<file path="src/rtl/serial_add_sub.sv">
// Bit-serial adder/subtractor: one full-adder cell, LSB first, one bit per clock.
// Start/done handshake; result and flags held from done until the next op completes.
module serial_add_sub #(
  parameter int unsigned WIDTH = 8
) (
  input  logic             clk,
  input  logic             rst,
  input  logic             start,
  input  logic             sub,
  input  logic [WIDTH-1:0] a,
  input  logic [WIDTH-1:0] b,
  output logic             busy,
  output logic             done,
  output logic [WIDTH-1:0] sum,
  output logic             c_out,
  output logic             overflow,
  output logic             zero
);

  localparam int unsigned CntW = $clog2(WIDTH);

  typedef enum logic [1:0] {StIdle, StRun, StDone} state_e;

  state_e            state_q, state_d;
  logic [WIDTH-1:0]  opa_q, opa_d, opb_q, opb_d, res_q, res_d, res_next;
  logic [WIDTH-1:0]  sum_q, sum_d;
  logic [CntW-1:0]   cnt_q, cnt_d;
  logic              carry_q, carry_d;
  logic              c_out_q, c_out_d, ovf_q, ovf_d, zero_q, zero_d;
  logic              accept, last, fa_s, fa_c;

  always_ff @(posedge clk or posedge rst) begin
    if (rst) begin
      state_q <= StIdle;
    end else begin
      state_q <= state_d;
    end
  end

  assign last = (cnt_q == CntW'(WIDTH - 1));

  always_comb begin
    state_d = state_q;
    unique case (state_q)
      StIdle:  if (start) state_d = StRun;
      StRun:   if (last) state_d = StDone;
      StDone:  state_d = start ? StRun : StIdle;
      default: state_d = StIdle;
    endcase
  end

  always_comb begin
    busy = (state_q == StRun);
    done = (state_q == StDone);
  end

  // Single full-adder cell fed from the operand shift registers.
  assign fa_s     = opa_q[0] ^ opb_q[0] ^ carry_q;
  assign fa_c     = (opa_q[0] & opb_q[0]) | (carry_q & (opa_q[0] ^ opb_q[0]));
  assign res_next = {fa_s, res_q[WIDTH-1:1]};
  assign accept   = start && (state_q != StRun);

  always_comb begin
    opa_d   = opa_q;
    opb_d   = opb_q;
    res_d   = res_q;
    cnt_d   = cnt_q;
    carry_d = carry_q;
    sum_d   = sum_q;
    c_out_d = c_out_q;
    ovf_d   = ovf_q;
    zero_d  = zero_q;
    if (accept) begin
      opa_d   = a;
      opb_d   = sub ? ~b : b;
      carry_d = sub;
      cnt_d   = '0;
      res_d   = '0;
    end else if (state_q == StRun) begin
      opa_d   = {1'b0, opa_q[WIDTH-1:1]};
      opb_d   = {1'b0, opb_q[WIDTH-1:1]};
      res_d   = res_next;
      carry_d = fa_c;
      cnt_d   = cnt_q + CntW'(1);
      if (last) begin
        sum_d   = res_next;
        c_out_d = fa_c;
        ovf_d   = carry_q ^ fa_c;
        zero_d  = (res_next == '0);
      end
    end
  end

  always_ff @(posedge clk or posedge rst) begin
    if (rst) begin
      opa_q   <= '0;
      opb_q   <= '0;
      res_q   <= '0;
      cnt_q   <= '0;
      carry_q <= 1'b0;
      sum_q   <= '0;
      c_out_q <= 1'b0;
      ovf_q   <= 1'b0;
      zero_q  <= 1'b0;
    end else begin
      opa_q   <= opa_d;
      opb_q   <= opb_d;
      res_q   <= res_d;
      cnt_q   <= cnt_d;
      carry_q <= carry_d;
      sum_q   <= sum_d;
      c_out_q <= c_out_d;
      ovf_q   <= ovf_d;
      zero_q  <= zero_d;
    end
  end

  assign sum      = sum_q;
  assign c_out    = c_out_q;
  assign overflow = ovf_q;
  assign zero     = zero_q;

endmodule

</file>
<file path="config.mk">
export PLATFORM = sky130hd
export DESIGN_NAME = serial_add_sub
export DESIGN_NICKNAME = d
export VERILOG_FILES = /design/src/rtl/serial_add_sub.sv
export SDC_FILE = /design/constraint.sdc
export NUM_CORES = 1
export LEC_CHECK = 0
export BUFFER_PORTS_ARGS = -buffer_cell sky130_fd_sc_hd__buf_4
export CORE_UTILIZATION = 59
export DETAILED_ROUTE_END_ITERATION = 10
export PLACE_DENSITY_LB_ADDON = 0.15
export RECOVER_POWER = 100
export SKIP_CTS_REPAIR_TIMING = 1
export SYNTH_ARGS = -nofsm -noshare
export SYNTH_HDL_FRONTEND = slang
export SYNTH_SLANG_ARGS = --single-unit
</file>
<file path="constraint.sdc">
create_clock -name clk -period 4.5 [get_ports clk]
set_input_delay 0.9 -clock clk [delete_from_list [all_inputs] [get_ports clk]]
set_output_delay 0.9 -clock clk [all_outputs]
set_load 0.02 [all_outputs]
</file>
==> impl_results.md, run 1 <==
* Die Y at 58.4 µm
* Max-Cap Viols at 1
* Hold Crit Start: zero
* Seq. cell area at 1000 µm²
* PD cells at 603 nW/µm²
* Fin worst setup slack at 2.00 ns
* Wire per inst at 12.2 µm
* GRT Total Usage at 20.6%
* Top post-synthesis cells by area: dfrtp_1, mux2i_1, nand2_1
* Residual DRC at 0
* Leak at 0.986 nW
* Cell family with most CP delay: buffers and inverters
* Psw at 0.000478 W
* Worst rel slew slack at -34.9%
* Synth Cell Area at 1880 µm²
* Final Total Pwr at 0.00124 W
* Deepest clock path buffer count at 2
* Clock sink count at 40
* Final Skew at 0.00373 ns
* Crit Reg-Reg Endpoint: sum[4]
* Arrival time at the worst endpoint at 2.70 ns
* Startpoint Class: input port
* Port bufs at 32
* Cell count after placement at 232
* # diodes at 0
* Critical setup path kind: in2reg
* Flop-to-flop setup slack at 2.76 ns
* Sequential share of the synthesized area at 53.3%
* Area occupied by multi-input gates at 729 µm²
* Synth unique cells at 23
* Reg2Reg Launch Point: cnt_q[0]
* Post-synth top flop: dfrtp_1
* Antenna violations before repair at 0
* HPWL after detailed placement at 2.03 mm
* RSZ-0062 raised after global routing: false
* Ports at 33
* Syn Nets at 187
* DP Worst Slack at 2.42 ns
* Post-Layout Cell Count at 240
* Yosys reg bits at 40
* Global-route wire length before repair at 5.23 mm
* CP max stage cell: clkbuf_1
* Yosys warnings at 0
* Worst Hold Path EP: zero
* Vias at 1236
* Syn Area/Cell at 11.5 µm²
* Failing checks: max-capacitance violations, max-slew violations
* Setup TNS at 0 ns
* Number of global-route vias before repair at 1191
* Power Internal at 0.000766 W
* CP Max Fanout at 20
* Global route overflow at 0
* Path depth of the worst reg2reg path at 4
* Row count at 20
* Area delta synth->final at 9.72%
* Critical-path cell list: clkbuf_1, clkinv_1, nand2_1, o21ai_0
* Clock Pin Slew Worst Setup and Hold Paths at 0.11 ns
* Combinational share of power at 36.2%
* ANT nets after route at 0
* Top sig layer: met4
* Yosys top cell area share at 53.3%
* Clock Root Buffer: clkbuf_4
* First-pass DRT Iterations at 4
* Slew at the pin closest to its max-slew limit at 2.02 ns
* FILL cells at 263
* Initial core utilization at 62.1%
* FFs w/ async S/R, synth at 100%
* Critical path required time at 4.71 ns
* Fmax at 401 MHz
* Share of cells above drive strength 1 at 16.3%
* Placed cell areas at 2090 µm²
* Met1 wire length at 1.31 mm
* Worst path max stage delay at 0.93 ns
* Total wire length at 2.92 mm
* Setup Viol. Count Final at 0
* Tcrit/Tclk final at 55.5%
* Fin. max-slew vios at 41
* Num CTS Buffers at 5
* Starting DRT DRC Count at 27
* Worst path bufs/invs at 2
* Final Critical Period at 2.50 ns
* Met3 routed WL at 128 µm
* Post-synth EDFFs at 0
* Setup crit end kind: register
* Status: finished with violations
* Seq pwr share at 48.9%
* Nets at 218
* Yosys top cell by area: dfrtp_1
* Gate Count Post-Synth at 164
* CTS tree: done
* Routed length on met2 at 1.44 mm
* Die span in x at 58.4 µm
* Sw frac at 38.4%
* Max VDD drop at 0.000311 V
* Largest net degree at the start of global routing at 55
* Die Area at 3420 µm²
* Final-report hold violation count at 0
* H-tree Lvls at 2
* Final Cell Area at 2060 µm²
* Power share of the clock group at 14.9%
* Hold/Removal Path Class: reg2reg
* Clock latency on the worst-skew pair at 0.34 ns
* Hold-critical path depth at 2
* Via density at 5.15
* Core region area at 3030 µm²
* Placer Congestion at 0.681
==> stage by stage <==
step | hold slack, ns | utilization [%]
CTS | 0.498 | 71.0
finish | 0.489 | 68.1
detailed placement | 0.470 | 69.0
floorplan | 0.448 | -
global route | 0.519 | 68.1
global placement | 0.460 | 69.0
==> cells in the final DEF (no fill, tap or decap) <==
master,n
clkbuf_1,16
clkbuf_8,1
and2b_1,2
o22ai_1,1
nor2_1,2
clkbuf_4,6
mux2_2,4
mux2_1,6
fa_1,1
xnor2_1,2
clkinv_1,1
nand2_1,36
ha_1,2
buf_4,19
mux2i_1,16
a211oi_2,1
o21ai_0,26
inv_1,3
dfrtp_1,40
nor2_2,1
xor2_1,7
nand3b_1,1
nor4_1,2
==> routing by layer <==
layer,global-route usage [%],vias to the layer above
li1,-,610
met1,25.4,587
met2,34.8,35
met3,5.93,4
met4,7.14,0
met5,0,-
==> worst max-delay path by stage <==
stage | startpoint | to | slack, ns | cells past startpoint
after floorplan | rst | c_out | 2.68 | 1
after global placement | state_q[1] | busy | 2.46 | 3
after detailed placement | state_q[1] | busy | 2.42 | 3
after CTS | state_q[1] | busy | 2.03 | 3
after global routing | rst | res_q[7] | 1.65 | 3
final | start | res_q[7] | 2.00 | 4
==> power by group through the flow <==
stage	combinational [W]	sequential, W	clock, W
floorplan	0.000377	0.000651	0
global placement	0.000504	0.000609	0
detailed placement	0.000527	0.000622	0
CTS	0.000529	0.000615	0.000191
global route	0.000514	0.000630	0.000203
finish	0.000451	0.000608	0.000185
==> cells by family after synthesis <==
group                      count (synthesis)  share of synthesized area, %
and+or+nand+nor                           44                          10.5
DFF                                       40                          53.3
AOI/OAI and AO/OA                         28                          7.92
muxes                                     26                          15.7
buffers and inverters                     14                          6.06
xor gates and xnor gates                   9                          4.19
adders and majority gates                  3                          2.40
==> tightest hold or removal path, stage by stage (launching register included) <==
cell and delay [ns]:
dfrtp_1 0.36, nand2_1 0.05, o21ai_0 0.06
==> final cells by class <==
type | instances | share of cell area [%]
clock buffers | 8 | 2.85
flip-flops and latches | 40 | 48.5
repair buffers | 34 | 9.83
inverters | 4 | 0.728
multi-input cells | 110 | 35.4
well taps | 44 | 2.67
==> sequential cells by signal, indices dropped and copies added (netlist names) <==
| register | count |
|---|---|
| overflow | 1 |
| c_out | 1 |
| carry_q | 1 |
| res_q | 7 |
| cnt_q | 3 |
| opa_q | 8 |
| zero | 1 |
| sum | 8 |
| opb_q | 8 |
| state_q | 2 |
==> cell usage after synthesis (2+ instances only) <==
master   number
dfrtp_1      40
ha_1          2
o21ai_0      23
mux2i_1      16
xor2_1        7
nor4_1        2
mux2_2        4
buf_6         7
mux2_4        6
nand2_1      36
o21ai_1       3
inv_1         3
xnor2_1       2
and2b_1       2
nor2_1        2
buf_4         2
Note: power is estimated with default switching activity, not from simulation.
==> inputs of run 2 (changes only) <==
- CORE_UTILIZATION: 59 -> 55
- clock period: 4.5 -> 2.4 ns (I/O delays scaled with it)
==> run 2 against run 1 <==
Effect of this change:
- the flow now finishes without violations
- highest routed layer unchanged
- critical path type is now reg2out
- count of clock-buffer cells in the layout shrank 1
- register-to-register slack lost 2.1 ns
- flip-flop and latch count is the same
- clock power grew to 2.6 times the previous value
- largest power group unchanged
- total power grew 100%
- clock skew grew 0.0045 ns
- worst setup slack lost 1.5 ns
- final area grew 2.1%
==> impl_results.md, run 2 (same netlist as run 1, synthesis figures left out) <==
* Status: complete, no violations
* Starting DRT DRC Count at 38 (+41%)
* Max VDD drop at 0.000503 V (+62%)
* Core region area at 3150 µm² (+4.1%)
* CTS tree: done
* Hold slack at 0.382 ns (-0.107 ns)
* Die Area at 3650 µm² (+7.0%)
* Port bufs at 32 (unchanged)
* Cell family with most CP delay: buffers and inverters
* # diodes at 0 (unchanged)
* H-tree Lvls at 2 (unchanged)
* FILL cells at 266 (+1.1%)
* Routed length on met2 at 1.37 mm (-5.1%)
* Max-Cap Viols at 0 (-1)
* Path depth of the worst reg2reg path at 4 (unchanged)
* Wire per inst at 12.7 µm (+3.9%)
* Clock Root Buffer: clkbuf_4
* Via density at 5.04 (-2.2%)
* Met1 wire length at 1.48 mm (+12%)
* PD cells at 1180 nW/µm² (+96%)
* Critical path required time at 1.92 ns (-2.79 ns)
* Critical-path cell list: and2b_1, buf_4, clkbuf_1
* Hold-critical path depth at 3 (+1)
* Final-report hold violation count at 0 (unchanged)
* Clock Pin Slew Worst Setup and Hold Paths at 0.12 ns (about the same)
* Clock latency on the worst-skew pair at 0.34 ns (about the same)
* Leak at 1.02 nW (+3.1%)
* Antenna violations before repair at 0 (unchanged)
* DP Worst Slack at 0.894 ns (-1.53 ns)
* Tcrit/Tclk final at 79.7%
* Worst rel slew slack at 35.1% (+70 points)
* Worst path bufs/invs at 2 (unchanged)
* Largest net degree at the start of global routing at 41 (-25%)
* Fin. max-slew vios at 0 (-100%)
* Nets at 219 (+0.46%)
* Share of cells above drive strength 1 at 18.3% (+1.9 points)
* Number of global-route vias before repair at 1236 (+3.8%)
* Final Critical Period at 1.91 ns
* CP max stage cell: dfrtp_1
* Deepest clock path buffer count at 2 (unchanged)
* Global route overflow at 0 (unchanged)
* Placer Congestion at 0.745 (+9.4%)
* First-pass DRT Iterations at 4 (unchanged)
* Ports at 33 (unchanged)
* Num CTS Buffers at 5 (unchanged)
* Sw frac at 36.7% (-1.7 points)
* Setup Viol. Count Final at 0 (unchanged)
* Vias at 1214 (-1.8%)
* Critical setup path kind: reg2out
* Setup TNS at 0 ns (unchanged)
* Clock sink count at 40 (unchanged)
* Fin worst setup slack at 0.488 ns (-1.52 ns)
* HPWL after detailed placement at 2.15 mm (+5.9%)
* Commonest non-fill, non-tap cell in the layout: dfrtp_1
* Met3 routed WL at 156 µm (+22%)
* CP Max Fanout at 22 (+10%)
* Total wire length at 3.05 mm (+4.4%)
* Fmax at 523 MHz
* Psw at 0.000913 W (+91%)
* Stages on worst setup path at 3 (-1)
* Placed cell areas at 2100 µm² (+0.36%)
* Combinational share of power at 34.4% (-1.8 points)
* Seq pwr share at 45.9% (-3.0 points)
* Final Cell Area at 2110 µm² (+2.1%)
* Arrival time at the worst endpoint at 1.43 ns (-1.27 ns)
* Power Internal at 0.00158 W (+110%)
* Worst path max stage delay at 0.42 ns (-0.51 ns)
* Slew at the pin closest to its max-slew limit at 0.973 ns (-1.05 ns)
* Initial core utilization at 59.6% (-2.5 points)
* Flop-to-flop setup slack at 0.65 ns (-2.11 ns)
* GRT Total Usage at 20.1% (-0.49 points)
* Die Y at 60.5 µm (+3.4%)
* Final Skew at 0.00825 ns (+0.00452 ns)
* Area delta synth->final at 12.1%
* Power share of the clock group at 19.7% (+4.8 points)
* Top sig layer: met4
* Startpoint Class: register
* Die span in x at 60.5 µm (+3.4%)
* Most frequent cells in the layout: dfrtp_1, nand2_1, o21ai_0, buf_4, mux2i_1
* Setup crit end kind: output pin
* ANT nets after route at 0 (unchanged)
* Global-route wire length before repair at 5.41 mm (+3.4%)
* Hold/Removal Path Class: in2reg
* RSZ-0062 raised after global routing: false
* Row count at 20 (unchanged)
* Residual DRC at 0 (unchanged)
==> run 2: through the flow <==
stage	cells	total power (W)	util [%]
after floorplan	164	0.00193	-
after global placement	233	0.00211	66.5
after detailed placement	233	0.00217	66.5
after CTS	241	0.00266	69.6
after global routing	241	0.00269	66.8
final	241	0.00249	66.8
==> run 2: worst min-delay path, stage by stage <==
cell and delay [ns]:
buf_4 0.08, mux2i_1 0.05, nor2_1 0.07
==> run 2: routing by layer <==
metal,vias to the layer above,track usage [%]
met5,-,0
met4,0,7.79
met3,7,6.18
met2,31,31.1
met1,564,26.7
li1,612,-
==> run 2: path summary, 6_finish.rpt <==
kind,start,endpoint
setup / recovery,state_q[1],busy
hold / removal,a[7],opa_q[7]
setup reg to reg,cnt_q[0],sum[3]
hold reg to reg,opa_q[1],opa_q[0]
max in group asynchronous,rst,opa_q[4]
min in group asynchronous,rst,overflow
==> run 2: power groups by stage <==
stage,Combinational (W),Sequential [W],Clock [W]
2_1_floorplan,0.000708,0.00122,0
6_report,0.000857,0.00114,0.000490
3_3_place_gp,0.000966,0.00114,0
3_5_place_dp,0.00100,0.00117,0
5_1_grt,0.000982,0.00118,0.000531
4_1_cts,0.00100,0.00115,0.000500
==> run 2: final cells by class <==
class,instances,area (µm²),share of cell area (%)
multi-input cells,110,731,34.7
repair buffers,35,209,9.92
clock inverters,1,30.0,1.43
well taps,44,55.1,2.61
flip-flops and latches,40,1000,47.5
inverters,4,15.0,0.713
clock buffers,7,65.1,3.09
==> inputs of run 3 (changes only) <==
- clock period: 2.4 -> 2 ns (I/O delays scaled with it)
==> run 3 against run 2 <==
Effect of this change:
- critical path type unchanged
- clock power shrank 28%
- global-route usage is 0.32 points higher
- critical endpoint unchanged
- core utilization shrank 1.1 points
==> impl_results.md, run 3 (same netlist as run 1, synthesis figures left out) <==
* Status: complete, no violations
* Total wire length at 3.06 mm (+0.39%)
* Residual DRC at 0 (unchanged)
* Slew at the pin closest to its max-slew limit at 0.960 ns (-0.0128 ns)
* FILL cells at 290 (+9.0%)
* Number of global-route vias before repair at 1277 (+3.3%)
* Via density at 5.14 (+2.1%)
* Max VDD drop at 0.000627 V (+25%)
* GRT Total Usage at 20.4% (+0.32 points)
* Initial core utilization at 59.6% (unchanged)
* Die Y at 60.5 µm (unchanged)
* Ports at 33 (unchanged)
* # diodes at 0 (unchanged)
* Vias at 1239 (+2.1%)
* Met2 GRT Util at 35.2% (+4.1 points)
* Max-Cap Viols at 0 (unchanged)
* Leak at 1.00 nW (-1.2%)
* Largest net degree at the start of global routing at 41 (unchanged)
* Met3 Resource Use GR at 4.26% (-1.9 points)
* Setup crit end kind: output pin
* Setup Viol. Count Final at 0 (unchanged)
* Placer Congestion at 0.767 (+3.0%)
* ANT nets after route at 0 (unchanged)
* Critical setup path kind: reg2out
* CP Max Fanout at 4 (-82%)
* Die Area at 3650 µm² (unchanged)
* Final Cell Area at 2070 µm² (-1.6%)
* RSZ-0062 raised after global routing: false
* Port bufs at 32 (unchanged)
* Row count at 20 (unchanged)
* Tcrit/Tclk final at 83.4%
* HPWL after detailed placement at 2.25 mm (+4.8%)
* PD cells at 1340 nW/µm² (+13%)
* Final Skew at 0.00492 ns (-0.00333 ns)
* H-tree Lvls at 2 (unchanged)
* Clock latency on the worst-skew pair at 0.32 ns (-0.02 ns)
* Clock sink count at 40 (unchanged)
* Hold/Removal Path Class: in2reg
* CTS tree: done
* Critical path required time at 1.60 ns (-0.32 ns)
* Clock Root Buffer: clkbuf_4
* Global-route wire length before repair at 5.49 mm (+1.4%)
* Starting DRT DRC Count at 38 (unchanged)
* DP Worst Slack at 0.510 ns (-0.383 ns)
* Busiest grt layer: met2
* Global route overflow at 0 (unchanged)
* Worst path max stage delay at 0.41 ns (about the same)
* Die span in x at 60.5 µm (unchanged)
* Core region area at 3150 µm² (unchanged)
* GR Util met1 at 25.1% (-1.5 points)
* Share of cells above drive strength 1 at 17.3% (-1.0 points)
* Most frequent cells in the layout: dfrtp_1, nand2_1, o21ai_0, buf_4
* Wire per inst at 12.7 µm (+0.39%)
* Critical-path cell list: and2b_1, clkbuf_1
* Area delta synth->final at 10.3%
* Nets at 220 (+0.46%)
* Fin. max-slew vios at 0 (unchanged)
* Antenna violations before repair at 0 (unchanged)
* Clock Pin Slew Worst Setup and Hold Paths at 0.10 ns (-0.02 ns)
* Placed cell areas at 2110 µm² (+0.36%)
* Deepest clock path buffer count at 2 (unchanged)
* Startpoint Class: register
* Setup TNS at 0 ns (unchanged)
* CP max stage cell: dfrtp_1
* Num CTS Buffers at 5 (unchanged)
* Final-report hold violation count at 0 (unchanged)
* Arrival time at the worst endpoint at 1.27 ns (-0.16 ns)
* First-pass DRT Iterations at 5 (+1)
* Fmax at 599 MHz
* Commonest non-fill, non-tap cell in the layout: dfrtp_1
* Fin worst setup slack at 0.332 ns (-0.156 ns)
* Worst rel slew slack at 36.0% (+0.85 points)
* Final Critical Period at 1.67 ns
==> run 3: final timing paths <==
kind	depth (start not counted)	start	end	slack [ns]
min reg2reg	2	overflow	overflow	0.49
min in group asynchronous	3	rst	c_out	0.37
max	2	state_q[1]	busy	0.33
max in group asynchronous	3	rst	opa_q[6]	1.04
max reg2reg	3	state_q[1]	opb_q[6]	0.42
min	3	a[7]	opa_q[7]	0.33
==> run 3: per-layer routing <==
metal / wire (µm) / share of wire, %
met1: 1420 / 46
met2: 1490 / 49
met3: 125 / 4.1
met4: 31 / 1.0
met5: 0 / 0
==> run 3: report_power, final <==
part / switching, W / internal (W)
logic: 0.000624 / 0.000416
registers: 0.000227 / 0.00115
clock network: 0.000225 / 0.000130
total: 0.00108 / 0.00170
==> run 3: critical path, delay by kind of cell, from the launching register on <==
family | cells | cell delay, ns
simple gates | 1 | 0.29
buf+inv | 1 | 0.25
flops | 1 | 0.41
==> run 3: metrics by stage <==
stage / hold WS [ns] / util, % / total power [W] / std cells
2_1_floorplan: 0.448 / - / 0.00231 / 164
3_3_place_gp: 0.459 / 66.8 / 0.00255 / 234
3_5_place_dp: 0.475 / 66.8 / 0.00262 / 234
4_1_cts: 0.188 / 68.3 / 0.00299 / 241
5_1_grt: 0.330 / 65.7 / 0.00305 / 241
6_report: 0.331 / 65.7 / 0.00277 / 241
==> run 3: final cells by class <==
| cell class | count | area (µm²) | share of cell area, % |
|---|---|---|---|
| clock buffer | 6 | 41.3 | 1.99 |
| clock inverter | 1 | 5.00 | 0.242 |
| inverter | 4 | 15.0 | 0.725 |
| multi-input combinational | 110 | 743 | 35.9 |
| sequential | 40 | 1000 | 48.3 |
| tap | 44 | 55.1 | 2.66 |
| timing repair buffer | 36 | 211 | 10.2 |
